<file path="src/rtl/branch_update_ctrl_if.sv">
// Bundle between the execute stage, the branch_update_ctrl block and the predictor tables.
// The master side drives resolutions and table back-pressure; the slave side is the controller.
interface branch_update_ctrl_if #(
  parameter int ADDR_W = 32,
  parameter int CNT_W  = 32
);

  logic              res_valid_i;
  logic              res_ready_o;
  logic [ADDR_W-1:0] res_pc_i;
  logic              res_pre_taken_i;
  logic [ADDR_W-1:0] res_pre_target_i;
  logic              res_taken_i;
  logic [ADDR_W-1:0] res_target_i;

  logic              upd_en_o;
  logic              upd_ready_i;
  logic [ADDR_W-1:0] upd_pc_o;
  logic              upd_taken_o;
  logic [ADDR_W-1:0] upd_target_o;

  logic              branch_flush_o;
  logic [ADDR_W-1:0] redirect_pc_o;
  logic [CNT_W-1:0]  branch_cnt_o;
  logic [CNT_W-1:0]  mispredict_cnt_o;

  modport master (
    output res_valid_i, res_pc_i, res_pre_taken_i, res_pre_target_i,
           res_taken_i, res_target_i, upd_ready_i,
    input  res_ready_o, upd_en_o, upd_pc_o, upd_taken_o, upd_target_o,
           branch_flush_o, redirect_pc_o, branch_cnt_o, mispredict_cnt_o
  );

  modport slave (
    input  res_valid_i, res_pc_i, res_pre_taken_i, res_pre_target_i,
           res_taken_i, res_target_i, upd_ready_i,
    output res_ready_o, upd_en_o, upd_pc_o, upd_taken_o, upd_target_o,
           branch_flush_o, redirect_pc_o, branch_cnt_o, mispredict_cnt_o
  );

endinterface

</file>
<file path="src/rtl/branch_update_ctrl.sv">
// Turns resolved branches into predictor training records and one-cycle mispredict redirects,
// dropping wrong-path resolutions for FLUSH_HOLD cycles after each redirect.
module branch_update_ctrl #(
  parameter int ADDR_W     = 32,
  parameter int FIFO_DEPTH = 4,
  parameter int FLUSH_HOLD = 2,
  parameter int CNT_W      = 32
) (
  input  logic                 clk,
  input  logic                 rst,
  branch_update_ctrl_if.slave  bus
);

  localparam int PTR_W  = $clog2(FIFO_DEPTH);
  localparam int HOLD_W = $clog2(FLUSH_HOLD + 1);

  typedef enum logic {RUN, HOLD} state_t;

  state_t            state;
  logic [HOLD_W-1:0] hold_cnt;
  logic [PTR_W:0]    wr_ptr;
  logic [PTR_W:0]    rd_ptr;

  logic [ADDR_W-1:0] pc_mem     [FIFO_DEPTH];
  logic              taken_mem  [FIFO_DEPTH];
  logic [ADDR_W-1:0] target_mem [FIFO_DEPTH];

  logic              full;
  logic              empty;
  logic              mispredict;
  logic              accept;
  logic              pop;
  logic [ADDR_W-1:0] redirect_next;

  // Extra pointer bit distinguishes full from empty when the indices match.
  assign empty = (wr_ptr == rd_ptr);
  assign full  = (wr_ptr[PTR_W] != rd_ptr[PTR_W]) &&
                 (wr_ptr[PTR_W-1:0] == rd_ptr[PTR_W-1:0]);

  assign mispredict = (bus.res_taken_i != bus.res_pre_taken_i) ||
                      (bus.res_taken_i && (bus.res_target_i != bus.res_pre_target_i));

  assign accept = (state == RUN) && bus.res_valid_i && !full;
  assign pop    = !empty && bus.upd_ready_i;

  assign redirect_next = bus.res_taken_i ? bus.res_target_i : (bus.res_pc_i + ADDR_W'(4));

  // Ready is forced low while reset is held so every output reads 0 during reset.
  assign bus.res_ready_o = rst && ((state == HOLD) || !full);

  assign bus.upd_en_o     = !empty;
  assign bus.upd_pc_o     = empty ? '0 : pc_mem[rd_ptr[PTR_W-1:0]];
  assign bus.upd_taken_o  = empty ? 1'b0 : taken_mem[rd_ptr[PTR_W-1:0]];
  assign bus.upd_target_o = empty ? '0 : target_mem[rd_ptr[PTR_W-1:0]];

  always_ff @(posedge clk or negedge rst) begin
    if (!rst) begin
      state              <= RUN;
      hold_cnt           <= '0;
      bus.branch_flush_o <= 1'b0;
      bus.redirect_pc_o  <= '0;
    end else begin
      bus.branch_flush_o <= 1'b0;
      case (state)
        RUN: begin
          if (accept && mispredict) begin
            bus.branch_flush_o <= 1'b1;
            bus.redirect_pc_o  <= redirect_next;
            hold_cnt           <= HOLD_W'(FLUSH_HOLD);
            state              <= HOLD;
          end
        end
        HOLD: begin
          if (hold_cnt <= HOLD_W'(1)) begin
            hold_cnt <= '0;
            state    <= RUN;
          end else begin
            hold_cnt <= hold_cnt - HOLD_W'(1);
          end
        end
        default: state <= RUN;
      endcase
    end
  end

  always_ff @(posedge clk or negedge rst) begin
    if (!rst) begin
      wr_ptr               <= '0;
      rd_ptr               <= '0;
      bus.branch_cnt_o     <= '0;
      bus.mispredict_cnt_o <= '0;
    end else begin
      if (accept) begin
        wr_ptr <= wr_ptr + (PTR_W+1)'(1);
        if (bus.branch_cnt_o != '1)
          bus.branch_cnt_o <= bus.branch_cnt_o + CNT_W'(1);
        if (mispredict && (bus.mispredict_cnt_o != '1))
          bus.mispredict_cnt_o <= bus.mispredict_cnt_o + CNT_W'(1);
      end
      if (pop)
        rd_ptr <= rd_ptr + (PTR_W+1)'(1);
    end
  end

  // Storage needs no reset; entries are only visible between the pointers.
  always_ff @(posedge clk) begin
    if (accept) begin
      pc_mem[wr_ptr[PTR_W-1:0]]     <= bus.res_pc_i;
      taken_mem[wr_ptr[PTR_W-1:0]]  <= bus.res_taken_i;
      target_mem[wr_ptr[PTR_W-1:0]] <= bus.res_target_i;
    end
  end

endmodule

</file>
<file path="src/flat_wrapper.sv">
// flat-port wrapper written by rule: the top's interface ports become plain ports
module branch_update_ctrl_flat 
#(
  parameter int ADDR_W     = 32,
  parameter int FIFO_DEPTH = 4,
  parameter int FLUSH_HOLD = 2,
  parameter int CNT_W      = 32
)
  (clk, rst, bus_res_valid_i, bus_res_pc_i, bus_res_pre_taken_i, bus_res_pre_target_i, bus_res_taken_i, bus_res_target_i, bus_upd_ready_i, bus_res_ready_o, bus_upd_en_o, bus_upd_pc_o, bus_upd_taken_o, bus_upd_target_o, bus_branch_flush_o, bus_redirect_pc_o, bus_branch_cnt_o, bus_mispredict_cnt_o);
  branch_update_ctrl_if #(.ADDR_W(ADDR_W), .CNT_W(CNT_W)) bus_i ();
  input  logic clk;
  input  logic rst;
  input wire logic [$bits(bus_i.res_valid_i)-1:0] bus_res_valid_i;
  input wire logic [$bits(bus_i.res_pc_i)-1:0] bus_res_pc_i;
  input wire logic [$bits(bus_i.res_pre_taken_i)-1:0] bus_res_pre_taken_i;
  input wire logic [$bits(bus_i.res_pre_target_i)-1:0] bus_res_pre_target_i;
  input wire logic [$bits(bus_i.res_taken_i)-1:0] bus_res_taken_i;
  input wire logic [$bits(bus_i.res_target_i)-1:0] bus_res_target_i;
  input wire logic [$bits(bus_i.upd_ready_i)-1:0] bus_upd_ready_i;
  output wire logic [$bits(bus_i.res_ready_o)-1:0] bus_res_ready_o;
  output wire logic [$bits(bus_i.upd_en_o)-1:0] bus_upd_en_o;
  output wire logic [$bits(bus_i.upd_pc_o)-1:0] bus_upd_pc_o;
  output wire logic [$bits(bus_i.upd_taken_o)-1:0] bus_upd_taken_o;
  output wire logic [$bits(bus_i.upd_target_o)-1:0] bus_upd_target_o;
  output wire logic [$bits(bus_i.branch_flush_o)-1:0] bus_branch_flush_o;
  output wire logic [$bits(bus_i.redirect_pc_o)-1:0] bus_redirect_pc_o;
  output wire logic [$bits(bus_i.branch_cnt_o)-1:0] bus_branch_cnt_o;
  output wire logic [$bits(bus_i.mispredict_cnt_o)-1:0] bus_mispredict_cnt_o;
  assign bus_i.res_valid_i = bus_res_valid_i;
  assign bus_i.res_pc_i = bus_res_pc_i;
  assign bus_i.res_pre_taken_i = bus_res_pre_taken_i;
  assign bus_i.res_pre_target_i = bus_res_pre_target_i;
  assign bus_i.res_taken_i = bus_res_taken_i;
  assign bus_i.res_target_i = bus_res_target_i;
  assign bus_i.upd_ready_i = bus_upd_ready_i;
  assign bus_res_ready_o = bus_i.res_ready_o;
  assign bus_upd_en_o = bus_i.upd_en_o;
  assign bus_upd_pc_o = bus_i.upd_pc_o;
  assign bus_upd_taken_o = bus_i.upd_taken_o;
  assign bus_upd_target_o = bus_i.upd_target_o;
  assign bus_branch_flush_o = bus_i.branch_flush_o;
  assign bus_redirect_pc_o = bus_i.redirect_pc_o;
  assign bus_branch_cnt_o = bus_i.branch_cnt_o;
  assign bus_mispredict_cnt_o = bus_i.mispredict_cnt_o;
  branch_update_ctrl #(.ADDR_W(ADDR_W), .FIFO_DEPTH(FIFO_DEPTH), .FLUSH_HOLD(FLUSH_HOLD), .CNT_W(CNT_W)) u_core (.clk(clk), .rst(rst), .bus(bus_i));
endmodule
</file>
<file path="config.mk">
export PLATFORM = sky130hd
export DESIGN_NAME = branch_update_ctrl_flat
export DESIGN_NICKNAME = d
export VERILOG_FILES = /design/src/rtl/branch_update_ctrl_if.sv /design/src/rtl/branch_update_ctrl.sv /design/src/flat_wrapper.sv
export SDC_FILE = /design/constraint.sdc
export NUM_CORES = 1
export LEC_CHECK = 0
export BUFFER_PORTS_ARGS = -buffer_cell sky130_fd_sc_hd__buf_2
export CAP_MARGIN = 30
export CORE_ASPECT_RATIO = 0.5
export CORE_MARGIN = 4
export CORE_UTILIZATION = 29
export CTS_BUF_LIST = sky130_fd_sc_hd__clkbuf_8
export CTS_CLUSTER_DIAMETER = 80
export CTS_CLUSTER_SIZE = 20
export DETAILED_ROUTE_END_ITERATION = 10
export HOLD_SLACK_MARGIN = 0.1
export PLACE_DENSITY = 0.57
export SLEW_MARGIN = 20
export SYNTH_ARGS = -nofsm -noshare
export SYNTH_HDL_FRONTEND = slang
export SYNTH_SLANG_ARGS = --single-unit
export TNS_END_PERCENT = 30
</file>
<file path="constraint.sdc">
create_clock -name clk -period 4.3 [get_ports clk]
set_input_delay 1.075 -clock clk [delete_from_list [all_inputs] [get_ports clk]]
set_output_delay 1.075 -clock clk [all_outputs]
set_load 0.01 [all_outputs]
</file>
Word-level counts from Yosys, hierarchy flattened
Memories as Yosys holds them, arrays and structs flattened. Index checks and enable logic that the tools add are counted.

Add/subtract/negate cells: 6. Order comparisons: 1. Equality and inequality tests: 8. Mux-type cells: 13. Bitwise gates (word level): 1. Reductions and logical operators: 15.

Operator list (count): $mux 32 (3); $add 32x1->32 const B (2); $ne 32x32->1 const B (2); $add 32x3->32 const B (1); $ne 32x32->1 (1); $logic_and 1x1->1 (8); $add 3x1->3 const B (2); $mux 1 (6); $reduce_and 2->1 (3); $mux 2 (2); $pmux 2 s2 (1); $eq 3x3->1 (1); $eq 2x2->1 (1); $le 2x1->1 const B (1); $logic_not 1->1 (2); $logic_or 1x1->1 (2); $ne 1x1->1 (2); $ne 2x2->1 const B (1); $pmux 1 s2 (1); $sub 2x1->2 const B (1); $not 1->1 (1).

Bits in registers: 106. RAM bits: 260. Output and inout bits: 164. Logic and storage cells: 55. Memories kept: 3.

Memory list: u_core.pc_mem (words 4, bits a word 32, rd ports 1, clocked after memory_dff 0, write ports 1, line branch_update_ctrl.sv:24) `logic [ADDR_W-1:0] pc_mem [FIFO_DEPTH];`; u_core.target_mem (words 4, bits a word 32, rd ports 1, clocked after memory_dff 0, write ports 1, line branch_update_ctrl.sv:26) `logic [ADDR_W-1:0] target_mem [FIFO_DEPTH];`; u_core.taken_mem (words 4, bits a word 1, rd ports 1, clocked after memory_dff 0, write ports 1, line branch_update_ctrl.sv:25) `logic taken_mem [FIFO_DEPTH];`.

Depth between registers and ports, before layout
Depth after elaboration: 7. Mapped depth: 9. Depth with buffers taken out: 7.

Least setup slack after synthesis
No wires, ideal clock.

Path type: input to register. Start point: in bus_res_valid_i. End point: mem u_core.pc_mem[3][0], enable pin. Setup time: 0.432 ns. Arrival time: 3.088 ns. Setup slack: 0.781 ns. Stages: 3. Cell sequence: nor2b_1 a21boi_2 and2_1.

Cells in the longest elaborated chain, start to end: 4.

Ends and longest elaborated chain: start, declared (line flat_wrapper.sv:13) `input wire logic [$bits(bus_i.res_valid_i)-1:0] bus_res_valid_i;`; $logic_and 1x1->1 (2 in a row) (line branch_update_ctrl.sv:43) `assign accept = (state == RUN) && bus.res_valid_i && !full;`; $mux 1 (line branch_update_ctrl.sv:107) `if (accept) begin`; $mux 1 (not written as such) (line branch_update_ctrl.sv:108) `pc_mem[wr_ptr[PTR_W-1:0]] <= bus.res_pc_i;`; end, declared (line branch_update_ctrl.sv:24).

Every way passes these cells.

Final worst setup path
Start point: reg u_core.rd_ptr[1]. End point: out bus_upd_target_o[4].

Cells in the longest elaborated chain, start to end: 2. Elaborated cells between the ends (all ways): 3.

Ends and longest elaborated chain: start, declared (line branch_update_ctrl.sv:22) `logic [PTR_W:0] rd_ptr;`; start signal, assigned (line branch_update_ctrl.sv:101) `rd_ptr <= rd_ptr + (PTR_W+1)'(1);`; $mem_v2 4x32 or $eq 3x3->1 (tied branches); $mux 32 * (line branch_update_ctrl.sv:54) `assign bus.upd_target_o = empty ? '0 : target_mem[rd_ptr[PTR_W-1:0]];`; end, declared (line flat_wrapper.sv:24) `output wire logic [$bits(bus_i.upd_target_o)-1:0] bus_upd_target_o;`.

Every way passes the cells marked *; elsewhere a longest branch is shown, timed or not.

==> results.md <==
* Hpwl dp at 29400 microns
* Max cap viols at 0
* Grt total ovfl at 0
* Clock Skews at 29.1 ps
* Multi-input gate area at 5140 sq um
* Total track usage at 14.1%
* Die height at 173 microns
* Cell count after synthesis at between 1000 and 1500
* Crit path required time at ~3200 ps
* Ports at between 200 and 300
* DRT Wirelength at 42500 microns
* Fin. max-slew vios at 0
* CTS tree: yes
* Worst path buffer plus inverter count at 3
* LEAKAGE at a little over 0.007 uW
* Worst-Margin Slew at 795 ps
* Highest clock rate at roughly 0.26 GHz
* Reg2reg path depth at 7
* Core area at 53800 sq um
* Fin crit share at 89.1%
* DP Area at around 18000 sq um
* CP arrival at between 2000 and 3000 ps
* Hold path start: u_core.bus.mispredict_cnt_o[14]
* Ys Warns at 0
* H-Tree Depth at 1
* Largest net degree at the start of global routing at a little under 70
* Finished Layout Cells at about 2000
* HP Class: reg -> reg
* Syn_area_per_cell at roughly 15 sq um
* Critical Path End Type: primary output
* Most numerous cell in the Yosys netlist: edfxtp_1
* Vias in the first global route at just under 10000
* Crit-path slowest cell: buf_4
* Leading area contributor after synthesis: edfxtp_1
* Worst-path maximum fanout at 44
* CP cell instances: buf_4, buf_4, mux4_2, and2_1, buf_2
* Hold_ws at 497 ps
* Type of the worst setup path: reg -> out
* Initial antenna violation count at 5
* Initial core utilization at between 20 and 30%
* Yosys reg bits at 366
* Peak VDD IR at between 0.3 and 0.4 mV
* RSZ-0062 raised after global routing: false
* CTS resizes at 0
* Rows at 60
* Crit-path max cell delay at roughly 640 ps
* Setup tns final at 0 ps
* First-pass GRT wire length at between 60000 and 70000 microns
* Global placement routability congestion at around 0.76
* Via density at between 4 and 5
* Synth cell count leaders: edfxtp_1, dfrtp_1, xor2_1
* Slew margin rel. at 46.9%
* Seq/Total Area, Yosys at 66.2%
* Asr flop ratio synth at ~29%
* Die ar. at just under 60000 sq um
* Die width at between 300 and 400 microns
* Delay-heaviest family, CP: buffers and inverters
* Antenna Nets Post-Route at 0
* Power density over the cells at slightly below 600 nW/um^2
* Synth area leaders: edfxtp_1, dfrtp_1, mux4_2
* Layout cell share with drive strength beyond 1 at between 30% and 40%
* Wire per inst at 21.0 microns
* DP Worst Slack at about 560 ps
* Final Hold Violating Endpoints at 0
* Cts hold-fix bufs at 0
* Synth Flop Type: edfxtp_1
* CP startpoint kind: register
* Hold Crit Endpoint: u_core.bus.mispredict_cnt_o[14]
* Vias post-DR at roughly 9500
* Dpl cells at a little under 2000
* Outcome: complete, no violations
* Mapped Area at between 15000 and 20000 sq um
* EDFF count, synth at 260
* Flop2flop setup slack at approximately 1500 ps
* CTS buffer count at 22
* Post-route cell area at approximately 19000 sq um
* R2R Path End: u_core.bus.mispredict_cnt_o[1]
* FILL cells at ~5200
* Fin worst setup slack at roughly 470 ps
* Clock sinks at 366
* Hold Path Depth at 1
* Post-CTS setup buffers at 0
* IO Port Bufs at ~270
* RR Startpoint: u_core.bus.mispredict_cnt_o[0]
* Top-area cell type share of the netlist area at about half
* Worst-skew pair later-pin latency at approximately 620 ps
* Drt pass-1 iters at 5
* Register area at 10500 sq um
* Synth-to-layout area growth at 17.1%
* Net Count, Synth at 1136
* Max clock buf depth at 3
* Top cell by count, worst path: buf_4
* Starting DRT DRC Count at between 500 and 600
* Synth cell types at 44
* Final setup fails at 0
* Clock transition at path regs at between 100 and 150 ps
* Layout net count at ~1400
* Tmin final at about 3800 ps
* Remaining DRCs at 0
* Root Buffer: clkbuf_8
[power by group]
group	internal (uW)	switching, uW	leakage [uW]
clock	500	1110	0.000255
combinational	1950	2490	0.00317
sequential	4530	311	0.00372
total	6980	3910	0.00715
[worst max path at each step]
stage	from	cells after the start	slack (ps)	to
4_1_cts	u_core.rd_ptr[1]	5	340	bus_upd_pc_o[24]
3_5_place_dp	bus_res_target_i[27]	8	560	u_core.bus.redirect_pc_o[19]
2_1_floorplan	bus_res_valid_i	3	780	u_core.pc_mem[3][0]
5_1_grt	u_core.rd_ptr[1]	5	290	bus_upd_target_o[8]
6_report	u_core.rd_ptr[1]	5	470	bus_upd_target_o[4]
3_3_place_gp	bus_res_target_i[27]	8	550	u_core.bus.redirect_pc_o[17]
[sequential cells by signal, summed over array words and instances, names as in the netlist, 2 cells and up]
name                         flops
u_core.wr_ptr                    3
u_core.bus.mispredict_cnt_o     32
u_core.bus.branch_cnt_o         32
u_core.rd_ptr                    3
u_core.bus.redirect_pc_o        32
u_core.target_mem              128
u_core.pc_mem                  128
u_core.hold_cnt                  2
u_core.taken_mem                 4
[through the flow]
stage                     total power [uW]  util [%]
after CTS                            11100      34.3
after detailed placement              9490      33.6
after global placement                9470      33.6
final                                10900      34.4
after floorplan                       7520         -
after global routing                 11500      34.4
[metal layers]
metal / track usage (%) / wire (microns)
met1: 16.0 / 16000
met4: 4.83 / 1120
met2: 27.1 / 24000
met3: 2.10 / 1290
met5: 0 / 0
[final cells by class]
type | instances | area share (%)
Sequential cell | 366 | 56.6
Multi-Input combinational cell | 607 | 27.8
Timing Repair Buffer | 285 | 8.44
Tap cell | 713 | 4.82
Clock buffer | 22 | 1.64
Clock inverter | 18 | 0.460
Inverter | 11 | 0.223
Antenna cell | 5 | 0.0676
[placed cells by master, fill, tap and decap left out, drive strengths merged, types with 2 or more instances in the layout]
cell type,Yosys,final
and4,9,9
edfxtp,260,260
o21ai,41,41
clkbuf,29,22
a211o,2,2
and2,71,71
xor2,93,93
nor3,23,23
a31oi,2,2
nor2,22,22
or3,3,3
mux2,29,29
and3,19,19
inv,11,29
xnor2,35,35
nor3b,2,2
buf,13,285
mux4,65,65
dfrtp,106,106
a21boi,3,3
nand4,25,25
nand3,45,45
or4,2,2
nor4,26,26
nor4b,2,2
mux2i,3,3
diode,0,5
nand2,69,69
ha,8,8
[cells by family (layout without fill, tap and decap cells)]
| logic type | after synthesis | in the layout | synth area share [%] |
|---|---|---|---|
| XOR/XNOR | 128 | 128 | 7.09 |
| multiplexers | 97 | 97 | 11.8 |
| other | 0 | 5 | 0 |
| AND/OR/NAND/NOR | 321 | 321 | 11.0 |
| AO/OA/AOI/OAI | 53 | 53 | 1.92 |
| adder cells (fa/ha/maj) | 8 | 8 | 0.633 |
| flip-flops | 366 | 366 | 66.2 |
| buffers and inverters | 53 | 336 | 1.41 |
(Power assumes the default switching activity.)
